File: src/rtl/mc_control_unit.sv
// Multicycle control FSM for an RV32I subset (lw, sw, add/sub/and/or, addi/andi/ori, beq, jal).
// Sequences a shared-memory datapath, drives every mux select and write enable, halts on illegal encodings.
module mc_control_unit #(
  parameter int width = 32
) (
  input  logic             CLK,
  input  logic             RST,
  input  logic             Run,
  input  logic [width-1:0] Instr,
  input  logic             Zero,
  output logic             PCWrite,
  output logic             AdrSrc,
  output logic             MemWrite,
  output logic             IRWrite,
  output logic [1:0]       ResultSrc,
  output logic [1:0]       ALUSrcA,
  output logic [1:0]       ALUSrcB,
  output logic [1:0]       ALUControl,
  output logic [1:0]       ImmSrc,
  output logic             RegWrite,
  output logic             Retire,
  output logic             Illegal,
  output logic [3:0]       State
);

  typedef enum logic [3:0] {
    S_FETCH    = 4'd0,
    S_DECODE   = 4'd1,
    S_MEMADR   = 4'd2,
    S_MEMREAD  = 4'd3,
    S_MEMWB    = 4'd4,
    S_MEMWRITE = 4'd5,
    S_EXECUTER = 4'd6,
    S_ALUWB    = 4'd7,
    S_EXECUTEI = 4'd8,
    S_JAL      = 4'd9,
    S_BEQ      = 4'd10,
    S_ILLEGAL  = 4'd11
  } state_t;

  localparam logic [6:0] OP_LW  = 7'b0000011;
  localparam logic [6:0] OP_SW  = 7'b0100011;
  localparam logic [6:0] OP_R   = 7'b0110011;
  localparam logic [6:0] OP_I   = 7'b0010011;
  localparam logic [6:0] OP_BEQ = 7'b1100011;
  localparam logic [6:0] OP_JAL = 7'b1101111;

  state_t     state_q;
  state_t     state_d;
  logic       illegal_q;

  logic [6:0] op;
  logic [2:0] funct3;
  logic [6:0] funct7;
  logic       f3_alu_ok;
  logic       f7_ok;
  logic       en;

  logic       pc_write_raw;
  logic       mem_write_raw;
  logic       ir_write_raw;
  logic       reg_write_raw;
  logic       retire_raw;
  logic [1:0] alu_decode;

  logic       unused_instr;

  assign op     = Instr[6:0];
  assign funct3 = Instr[14:12];
  assign funct7 = Instr[31:25];
  assign unused_instr = ^Instr;

  assign f3_alu_ok = (funct3 == 3'b000) || (funct3 == 3'b110) || (funct3 == 3'b111);
  assign f7_ok     = (funct7 == 7'b0000000) ||
                     ((funct7 == 7'b0100000) && (funct3 == 3'b000));

  // Enables are suppressed while frozen or in reset; mux selects are not.
  assign en = Run && !RST;

  always_ff @(posedge CLK) begin
    if (RST) begin
      state_q   <= S_FETCH;
      illegal_q <= 1'b0;
    end else if (Run) begin
      state_q <= state_d;
      if (state_d == S_ILLEGAL) illegal_q <= 1'b1;
    end
  end

  always_comb begin
    state_d = S_FETCH;
    case (state_q)
      S_FETCH:  state_d = S_DECODE;
      S_DECODE: begin
        state_d = S_ILLEGAL;
        case (op)
          OP_LW, OP_SW: if (funct3 == 3'b010) state_d = S_MEMADR;
          OP_R:         if (f3_alu_ok && f7_ok) state_d = S_EXECUTER;
          OP_I:         if (f3_alu_ok) state_d = S_EXECUTEI;
          OP_JAL:       state_d = S_JAL;
          OP_BEQ:       if (funct3 == 3'b000) state_d = S_BEQ;
          default:      state_d = S_ILLEGAL;
        endcase
      end
      S_MEMADR: begin
        if (op == OP_LW)      state_d = S_MEMREAD;
        else if (op == OP_SW) state_d = S_MEMWRITE;
        else                  state_d = S_FETCH;
      end
      S_MEMREAD:  state_d = S_MEMWB;
      S_MEMWB:    state_d = S_FETCH;
      S_MEMWRITE: state_d = S_FETCH;
      S_EXECUTER: state_d = S_ALUWB;
      S_EXECUTEI: state_d = S_ALUWB;
      S_JAL:      state_d = S_ALUWB;
      S_ALUWB:    state_d = S_FETCH;
      S_BEQ:      state_d = S_FETCH;
      S_ILLEGAL:  state_d = S_ILLEGAL;
      default:    state_d = S_FETCH;
    endcase
  end

  // Subtract only for R-type with funct7[5]; addi never subtracts.
  always_comb begin
    alu_decode = 2'b00;
    case (funct3)
      3'b000:  alu_decode = (op[5] && funct7[5]) ? 2'b01 : 2'b00;
      3'b110:  alu_decode = 2'b11;
      3'b111:  alu_decode = 2'b10;
      default: alu_decode = 2'b00;
    endcase
  end

  always_comb begin
    pc_write_raw  = 1'b0;
    mem_write_raw = 1'b0;
    ir_write_raw  = 1'b0;
    reg_write_raw = 1'b0;
    retire_raw    = 1'b0;
    AdrSrc        = 1'b0;
    ResultSrc     = 2'b00;
    ALUSrcA       = 2'b00;
    ALUSrcB       = 2'b00;
    ALUControl    = 2'b00;
    case (state_q)
      S_FETCH: begin
        ir_write_raw = 1'b1;
        pc_write_raw = 1'b1;
        ALUSrcB      = 2'b10;
        ResultSrc    = 2'b10;
      end
      S_DECODE: begin
        ALUSrcA = 2'b01;
        ALUSrcB = 2'b01;
      end
      S_MEMADR: begin
        ALUSrcA = 2'b10;
        ALUSrcB = 2'b01;
      end
      S_MEMREAD: AdrSrc = 1'b1;
      S_MEMWB: begin
        ResultSrc     = 2'b01;
        reg_write_raw = 1'b1;
        retire_raw    = 1'b1;
      end
      S_MEMWRITE: begin
        AdrSrc        = 1'b1;
        mem_write_raw = 1'b1;
        retire_raw    = 1'b1;
      end
      S_EXECUTER: begin
        ALUSrcA    = 2'b10;
        ALUSrcB    = 2'b00;
        ALUControl = alu_decode;
      end
      S_EXECUTEI: begin
        ALUSrcA    = 2'b10;
        ALUSrcB    = 2'b01;
        ALUControl = alu_decode;
      end
      S_ALUWB: begin
        reg_write_raw = 1'b1;
        retire_raw    = 1'b1;
      end
      S_JAL: begin
        ALUSrcA      = 2'b01;
        ALUSrcB      = 2'b10;
        pc_write_raw = 1'b1;
      end
      S_BEQ: begin
        ALUSrcA      = 2'b10;
        ALUControl   = 2'b01;
        pc_write_raw = Zero;
        retire_raw   = 1'b1;
      end
      default: ;
    endcase
  end

  always_comb begin
    ImmSrc = 2'b00;
    case (op)
      OP_SW:   ImmSrc = 2'b01;
      OP_BEQ:  ImmSrc = 2'b10;
      OP_JAL:  ImmSrc = 2'b11;
      default: ImmSrc = 2'b00;
    endcase
  end

  assign PCWrite  = pc_write_raw  && en;
  assign MemWrite = mem_write_raw && en;
  assign IRWrite  = ir_write_raw  && en;
  assign RegWrite = reg_write_raw && en;
  assign Retire   = retire_raw    && en;
  assign Illegal  = illegal_q;
  assign State    = state_q;

endmodule

File: config.mk
export PLATFORM = sky130hd
export DESIGN_NAME = mc_control_unit
export DESIGN_NICKNAME = d
export VERILOG_FILES = /design/src/rtl/mc_control_unit.sv
export SDC_FILE = /design/constraint.sdc
export NUM_CORES = 1
export LEC_CHECK = 0
export BUFFER_PORTS_ARGS = -buffer_cell sky130_fd_sc_hd__clkbuf_2
export CAP_MARGIN = 20
export CORE_MARGIN = 4
export CORE_UTILIZATION = 45
export DETAILED_ROUTE_END_ITERATION = 10
export PLACE_DENSITY = 0.86
export SYNTH_ARGS = -nofsm -noshare
export SYNTH_HDL_FRONTEND = slang
export SYNTH_SLANG_ARGS = --single-unit
File: constraint.sdc
create_clock -name CLK -period 4.1 [get_ports CLK]
set_clock_uncertainty 0.1 [all_clocks]
set_input_delay 0.82 -clock CLK [delete_from_list [all_inputs] [get_ports CLK]]
set_output_delay 0.82 -clock CLK [all_outputs]
set_load 0.01 [all_outputs]
# == Word-level counts from Yosys, hierarchy flattened ==
# Cells that the tools add are included.
# word_totals
reg_bits,5
input_bits,36
wordCells,72
# classes
n_eq_ne,22
n_mux,21
n_reduce_logical,27
# op_table
op,n
$pmux W4 S6,1
$eq A7 B6 Y1 const B,3
$eq A4 B4 Y1 const B,5
$pmux W4 S5,1
$eq A4 B3 Y1 const B,4
$pmux W2 S2,4
$eq A7 B7 Y1 const B,2
$pmux W2 S3,2
$reduce_or A2 Y1,6
$logic_and A1 B1 Y1,9
$eq A4 B2 Y1 const B,2
$mux W4,2
$reduce_or A4 Y1,2
$eq A7 B2 Y1 const B,1
$eq A7 B5 Y1 const B,1
$logic_not A7 Y1,1
$mux W1,7
$eq A3 B3 Y1 const B,2
$mux W3,2
$reduce_or A3 Y1,2
$eq A4 B1 Y1 const B,1
$logic_not A4 Y1,1
$eq A3 B2 Y1 const B,1
$logic_not A3 Y1,1
5 further kinds,7

# == Longest topological paths before layout ==
# Gate-level depths: netlist of run 1.
# logic_depth
word_depth,9
mapped_depth,6

# == Worst setup path after synthesis of run 1 ==
# No wires, ideal clock.
# synth_timing
path_kind,input to output
start,in Run
end,out PCWrite
arrival_ps,1786
required_ps,3180
slack_ps,1394
stages,3
path_cell_list,clkbuf_2 -> nand2b_1 -> a2111oi_0
# synth_via
elab_chain_len,2
# synth_rtl
element,line_no,source
start: declaration,8,"input logic Run,"
$logic_and A1 B1 Y1,78,assign en = Run && !RST;
$logic_and A1 B1 Y1,210,assign PCWrite = pc_write_raw && en;
end: declaration,11,"output logic PCWrite,"
# No other way between the ends.

# == Worst setup path after layout of run 1 ==
# layout_timing
start,in RST
end,out PCWrite
# layout_via
elab_chain_len,3
# layout_rtl
element,line_no,source
start: declaration,7,"input logic RST,"
$logic_not A1 Y1,78,
$logic_and A1 B1 Y1,78,
$logic_and A1 B1 Y1,210,
# No other way between the ends.

==> results of run 1 <==
-- worst register-to-register path: cells and delay by family (launching register included) --
family           cells  cell delay [ps]
AND/OR/NAND/NOR      2              650
AO/OA/AOI/OAI        3              500
flip-flops           1              720
-- final timing paths --
path,startpoint,endpoint,slack (ps),cells after the start
setup / recovery,RST,PCWrite,1330,4
hold reg to reg,Illegal,Illegal,360,2
setup reg to reg,State[0],Illegal,2040,5
hold / removal,Illegal,Illegal,360,2
-- layout make-up --
cell class / instances / share of cell area
repair buffers: 41 / 0.201
inverters: 3 / 0.0110
flip-flops and latches: 5 / 0.0980
multi-input cells: 107 / 0.634
clock buffers: 4 / 0.0257
well taps: 25 / 0.0306
-- power by group through the flow --
stage	logic, W	registers (W)	clock network, W
after floorplan	0.0000690	0.0000577	0
after global placement	0.0000867	0.0000662	0
after detailed placement	0.0000895	0.0000664	0
after CTS	0.0000898	0.0000655	0.0000606
after global routing	0.000100	0.0000673	0.0000634
final	0.0000898	0.0000658	0.0000571
-- Yosys cell counts (2+ instances only) --
cell and instances:
a21oi_1 8, inv_1 3, dfxtp_1 5, nand2_1 15
buf_6 3, clkbuf_8 3, xor2_1 2, nand3_1 6
nor4_1 2, a311oi_1 2, nor3_1 5, nand2b_1 5
a2111oi_0 2, a211oi_1 5, o21ai_0 4, nor2_1 21
clkbuf_1 2, nor4b_1 2, or3_1 3, nor2b_1 3
-- through the flow --
stage,cells,utilization
2_1_floorplan,124,-
3_3_place_gp,181,0.570
3_5_place_dp,181,0.570
4_1_cts,185,0.585
5_1_grt,185,0.585
6_report,185,0.585
-- routing by layer --
layer | vias up | part of all wire
li1 | 535 | -
met1 | 480 | 0.42
met2 | 43 | 0.50
met3 | 0 | 0.076
met4 | 0 | 0
met5 | - | 0
-- registers in the layout, summed over array words and instances, names as in the netlist --
| register | count |
|---|---|
| Illegal | 1 |
| State | 4 |
-- cell families after synthesis --
family | share of synthesized area
xor gates and xnor gates | 0.0207
buffers and inverters | 0.117
AOI/OAI and AO/OA | 0.297
DFF | 0.118
and+or+nand+nor | 0.447
==> summary.md, run 1 <==
| Metric | Value |
|---|---|
| Post-synthesis instance area | `846 µm²` |
| Width of the die | `51.4 µm` |
| Critical Path Max Stage Delay | `450 ps` |
| Detailed-placement wirelength estimate | `1.82 mm` |
| Final critical path time including I/O delays and setup | `2770 ps` |
| Arrival time reported for the critical path endpoint | `1850 ps` |
| Initial Util | `0.485` |
| Cell taking the most area after synthesis | `dfxtp_1` |
| Number of input and output port buffers inserted | `41` |
| CP bufs+invs | `2` |
| Final GP Congestion | `0.855` |
| Final-layout worst hold slack | `355 ps` |
| Share of async-settable or async-resettable flops after synthesis | `0` |
| Number of vias per cell | `5.72` |
| Dominant synthesized flop cell | `dfxtp_1` |
| Fraction of post-synthesis cell area in the top cell type by area | `0.118` |
| Crit-path leading delay family | `compound AO/OA/AOI/OAI gates` |
| Buffer depth of the longest clock path | `2` |
| Clock tree from TritonCTS | `done` |
| Kind of critical path | `input port to output port` |
| Areal power density over the cells | `208 nW/µm²` |
| Total global routing overflow | `0` |
| Total length of routed wires | `2.34 mm` |
| Largest net degree at the start of global routing | `23` |
| Std cell rows | `15` |
| Syn Nets | `160` |
| CTS H-tree lvls | `1` |
| Final instance area | `1020 µm²` |
| Flop pwr share | `0.309` |
| Vias in the first global route | `892` |
| Average wire length per cell after detail routing | `12.7 µm` |
| Critical-path cell with the highest stage delay | `a2111oi_0` |
| Pre-CTS worst setup slack | `1350 ps` |
| Most repeated library cell on the critical path | `clkbuf_2` |
| Final hold vios | `0` |
| Fill cell count | `182` |
| Final #Nets | `197` |
| CP Data Required Time | `3180 ps` |
| Mean post-synth cell area | `6.82 µm²` |
| Number of synthesized flops with an enable pin | `0` |
| Max_slew headroom | `0.545` |
| Die height | `51.4 µm` |
| Clock tree root buffer cell | `clkbuf_4` |
| TritonCTS buffer count | `3` |
| Area used by multi-input combinational logic | `647 µm²` |
| Highest achievable clock rate | `361 MHz` |
| Setup TNS | `0 ps` |
| Number of nets still failing antenna checks after routing | `0` |
| Result of the run | `finished clean` |
| Clock-pin slew of the registers on the worst-case setup and hold paths | `40 ps` |
| Sw frac | `0.402` |
| Drc violations | `0` |
| Postcts setup bufs | `0` |
| Post-Place Cell Area | `995 µm²` |
| Worst-skew pair later-pin latency | `240 ps` |
| Final period utilization | `0.676` |
| Most Used Layer, Global Route | `met2` |
| Mapped Cells | `124` |
| Number of antenna cells inserted | `0` |
| Number of antenna violations at the first check in global routing | `0` |
| Pins Over Slew Limit | `0` |
| Leakage power figure | `0.424 nW` |
| Global-route met2 utilization | `0.333` |
| Largest cells by area after synthesis | `dfxtp_1 12%, nor2_1 9.3%, nand2_1 6.7%, clkbuf_8 4.9%, a21oi_1 4.7%` |
| P&R area growth vs syn | `20.7%` |
| Worst-path cell chain | `clkbuf_2, nand2b_1, a2111oi_0, clkbuf_2` |
| Global routing usage summed across all routing layers | `0.188` |
| Share of final-layout standard cells stronger than drive strength 1 | `0.306` |
| Clock power share | `0.269` |
| Max rail drop VDD | `166 µV` |
| Synthesis Warnings | `0` |
| Sequential-to-total area share from yosys stat | `0.118` |
| Largest driver fanout on the critical path | `6` |
| Wire length of the first global-routing pass | `3.96 mm` |
| Die footprint | `2640 µm²` |
| Cts repair resizes | `0` |
| Combinational group share of total power | `0.422` |
| Number of detailed-route iterations in the first pass | `4` |
| Final setup vio count | `0` |
| Commonest non-fill, non-tap cells in the layout | `41 x clkbuf_2, 21 x nor2_1, 15 x nand2_1` |
| Detailed Route Iter0 Violations | `32` |
| Net Switching | `0.0000856 W` |
| P_int | `0.000127 W` |
| Setup slack after layout | `1330 ps` |
| Clk sink count | `5` |
| Number of buffers inserted by hold repair at cts | `0` |
| FF+latch count, synth | `5` |
| RSZ-0062 raised after global routing | `false` |
| Kind of capture point of the worst setup path | `output port` |
| Final Total Pwr | `0.000213 W` |
| Count of cell types in the netlist | `43` |
| Core Footprint | `1750 µm²` |
| Number of ports placed on the die boundary | `57` |
| Met1 usage | `0.241` |
| Count of max-cap constraint violations | `0` |
| Slew at the pin closest to its max-slew limit | `682 ps` |
| Type of the most critical hold path | `register to register` |
| Reg area | `100 µm²` |
| Most common library cell in the layout ignoring fill and taps | `clkbuf_2` |
| Via Count | `1058` |
| Worst Setup Start Kind | `input port` |
| M3 GR Usage | `0.0408` |
Power figures use the tool's default switching activity.
==> inputs of run 2 (changes only) <==
--- a/config.mk
+++ b/config.mk
@@ -8,9 +8,9 @@
 export BUFFER_PORTS_ARGS = -buffer_cell sky130_fd_sc_hd__clkbuf_2
 export CAP_MARGIN = 20
 export CORE_MARGIN = 4
-export CORE_UTILIZATION = 45
+export CORE_UTILIZATION = 37
 export DETAILED_ROUTE_END_ITERATION = 10
-export PLACE_DENSITY = 0.86
+export PLACE_DENSITY = 0.75
 export SYNTH_ARGS = -nofsm -noshare
 export SYNTH_HDL_FRONTEND = slang
 export SYNTH_SLANG_ARGS = --single-unit
==> constraint.sdc (replaced) <==
create_clock -name CLK -period 2.2 [get_ports CLK]
set_clock_uncertainty 0.1 [all_clocks]
set_input_delay 0.44 -clock CLK [delete_from_list [all_inputs] [get_ports CLK]]
set_output_delay 0.44 -clock CLK [all_outputs]
set_load 0.01 [all_outputs]
==> summary.md, run 2 (synthesis gave the netlist of run 1 again) <==
| Metric | Value |
|---|---|
| Result of the run | `finished clean` |
| Kind of capture point of the worst setup path | `output port` |
| Postcts setup bufs | `0 (unchanged)` |
| Clock tree from TritonCTS | `done` |
| Worst-path cell chain | `inv_1, nand2_1, a2111oi_0, clkbuf_2` |
| Critical-path cell with the highest stage delay | `a2111oi_0` |
| Worst Setup Start Kind | `register` |
| Leakage power figure | `0.487 nW (+15%)` |
| Die height | `55.8 µm (+8.7%)` |
| Max rail drop VDD | `299 µV (+80%)` |
| Arrival time reported for the critical path endpoint | `1530 ps (-320 ps)` |
| Total global routing overflow | `0 (unchanged)` |
| Final GP Congestion | `0.897 (+5.0%)` |
| Post-Place Cell Area | `1090 µm² (+9.4%)` |
| Vias in the first global route | `945 (+5.9%)` |
| Share of final-layout standard cells stronger than drive strength 1 | `0.378 (+0.0717)` |
| Number of flip-flops in the largest register | `4 (unchanged)` |
| Drc violations | `0 (unchanged)` |
| Final period utilization | `0.941` |
| Commonest non-fill, non-tap cells in the layout | `41 x clkbuf_2, 21 x nor2_1, 15 x nand2_1` |
| CP bufs+invs | `2 (unchanged)` |
| Std cell rows | `17 (+2)` |
| Clk sink count | `5 (unchanged)` |
| Final critical path time including I/O delays and setup | `2070 ps` |
| Max_slew headroom | `0.617 (+0.0715)` |
| Number of antenna violations at the first check in global routing | `0 (unchanged)` |
| Die footprint | `3110 µm² (+18%)` |
| Critical Path Max Stage Delay | `460 ps (about the same)` |
| Cell count after placement | `196 (+8.3%)` |
| Final hold vios | `0 (unchanged)` |
| Areal power density over the cells | `374 nW/µm² (+79%)` |
| Kind of critical path | `register to output port` |
| Number of vias per cell | `5.47 (-4.4%)` |
| CTS H-tree lvls | `1 (unchanged)` |
| P&R area growth vs syn | `33.0%` |
| Clock-pin slew of the registers on the worst-case setup and hold paths | `40 ps (about the same)` |
| Crit-path leading delay family | `compound AO/OA/AOI/OAI gates` |
| Number of ports placed on the die boundary | `57 (unchanged)` |
| Number of nets still failing antenna checks after routing | `0 (unchanged)` |
| Pins Over Slew Limit | `0 (unchanged)` |
| Final #Nets | `209 (+6.1%)` |
| Largest driver fanout on the critical path | `11 (+5)` |
| Largest net degree at the start of global routing | `19 (-17%)` |
| TritonCTS buffer count | `3 (unchanged)` |
| Slew at the pin closest to its max-slew limit | `567 ps (-114 ps)` |
| Number of input and output port buffers inserted | `41 (unchanged)` |
| Worst-skew pair later-pin latency | `250 ps (about the same)` |
| Number of buffers inserted by hold repair at cts | `0 (unchanged)` |
| Number of antenna cells inserted | `0 (unchanged)` |
| Type of the most critical hold path | `input port to register` |
| Number of detailed-route iterations in the first pass | `4 (unchanged)` |
| Wire length of the first global-routing pass | `4.23 mm (+6.8%)` |
| Initial Util | `0.386 (-0.0985)` |
| Most common library cell in the layout ignoring fill and taps | `clkbuf_2` |
| Clock tree root buffer cell | `clkbuf_4` |
| RSZ-0062 raised after global routing | `false` |
| Global routing usage summed across all routing layers | `0.161 (-0.0262)` |
| Count of max-cap constraint violations | `0 (unchanged)` |
| Total length of routed wires | `2.54 mm (+8.5%)` |
| Width of the die | `55.8 µm (+8.7%)` |
| Final instance area | `1120 µm² (+10%)` |
| Final setup vio count | `0 (unchanged)` |
| Average wire length per cell after detail routing | `12.7 µm (+0.39%)` |
| Buffer depth of the longest clock path | `2 (unchanged)` |
| CP Data Required Time | `1660 ps (-1520 ps)` |
| Highest achievable clock rate | `483 MHz` |
| Detailed Route Iter0 Violations | `32 (unchanged)` |
| Via Count | `1093 (+3.3%)` |
| Core Footprint | `2190 µm² (+26%)` |
| Final standard cell count with taps included and fillers excluded | `200 (+8.1%)` |
| Detailed-placement wirelength estimate | `2.03 mm (+12%)` |
## run 2: cell types whose count changed in the layout (fill, tap and decap cells not counted), sizes merged
cell / change
buf: +12
## run 2: path summary, 6_finish.rpt
| check | startpoint | endpoint | slack [ps] | cells past startpoint |
|---|---|---|---|---|
| worst max-delay path | State[1] | PCWrite | 130 | 4 |
| worst min-delay path | RST | State[0] | 320 | 2 |
| worst max register to register | State[2] | Illegal | 200 | 5 |
| worst min register to register | Illegal | Illegal | 370 | 2 |
## run 2: repair_timing
item | in CTS | in global routing
gates resized for setup | 0 | 4
endpoints found under the hold margin | 0 | 0
setup endpoints to repair | 0 | 4
## run 2: layout make-up
type                    instances  area (µm²)
fillers                       233        1070
multi-input cells             107         654
repair buffers                 53         295
flip-flops and latches          5         103
well taps                      28        35.0
clock buffers                   4        26.3
inverters                       3        11.3
## run 2: per-stage QoR
step / setup WS [ps] / util / TNS [ps] / total power, W / hold WS (ps)
detailed placement: -46.6 / 0.497 / -109 / 0.000309 / 354
global route: 5.79 / 0.513 / 0 / 0.000456 / 318
CTS: 60.6 / 0.509 / 0 / 0.000423 / 323
global placement: -29.0 / 0.497 / -57.7 / 0.000305 / 348
floorplan: 93.1 / - / 0 / 0.000236 / 378
finish: 129 / 0.513 / 0 / 0.000420 / 321
## run 2: layer usage
layer	track usage	up-vias	share of wire
met5	0	-	0
met4	0.0203	0	0.0039
met3	0.0441	2	0.064
met2	0.275	34	0.48
met1	0.208	498	0.45
li1	-	559	-
## run 2: power breakdown
part	switching (W)	leakage, nW	internal [W]
Sequential	0.0000175	0.0417	0.0000977
Combinational	0.000109	0.431	0.0000871
Clock	0.0000404	0.0150	0.0000687
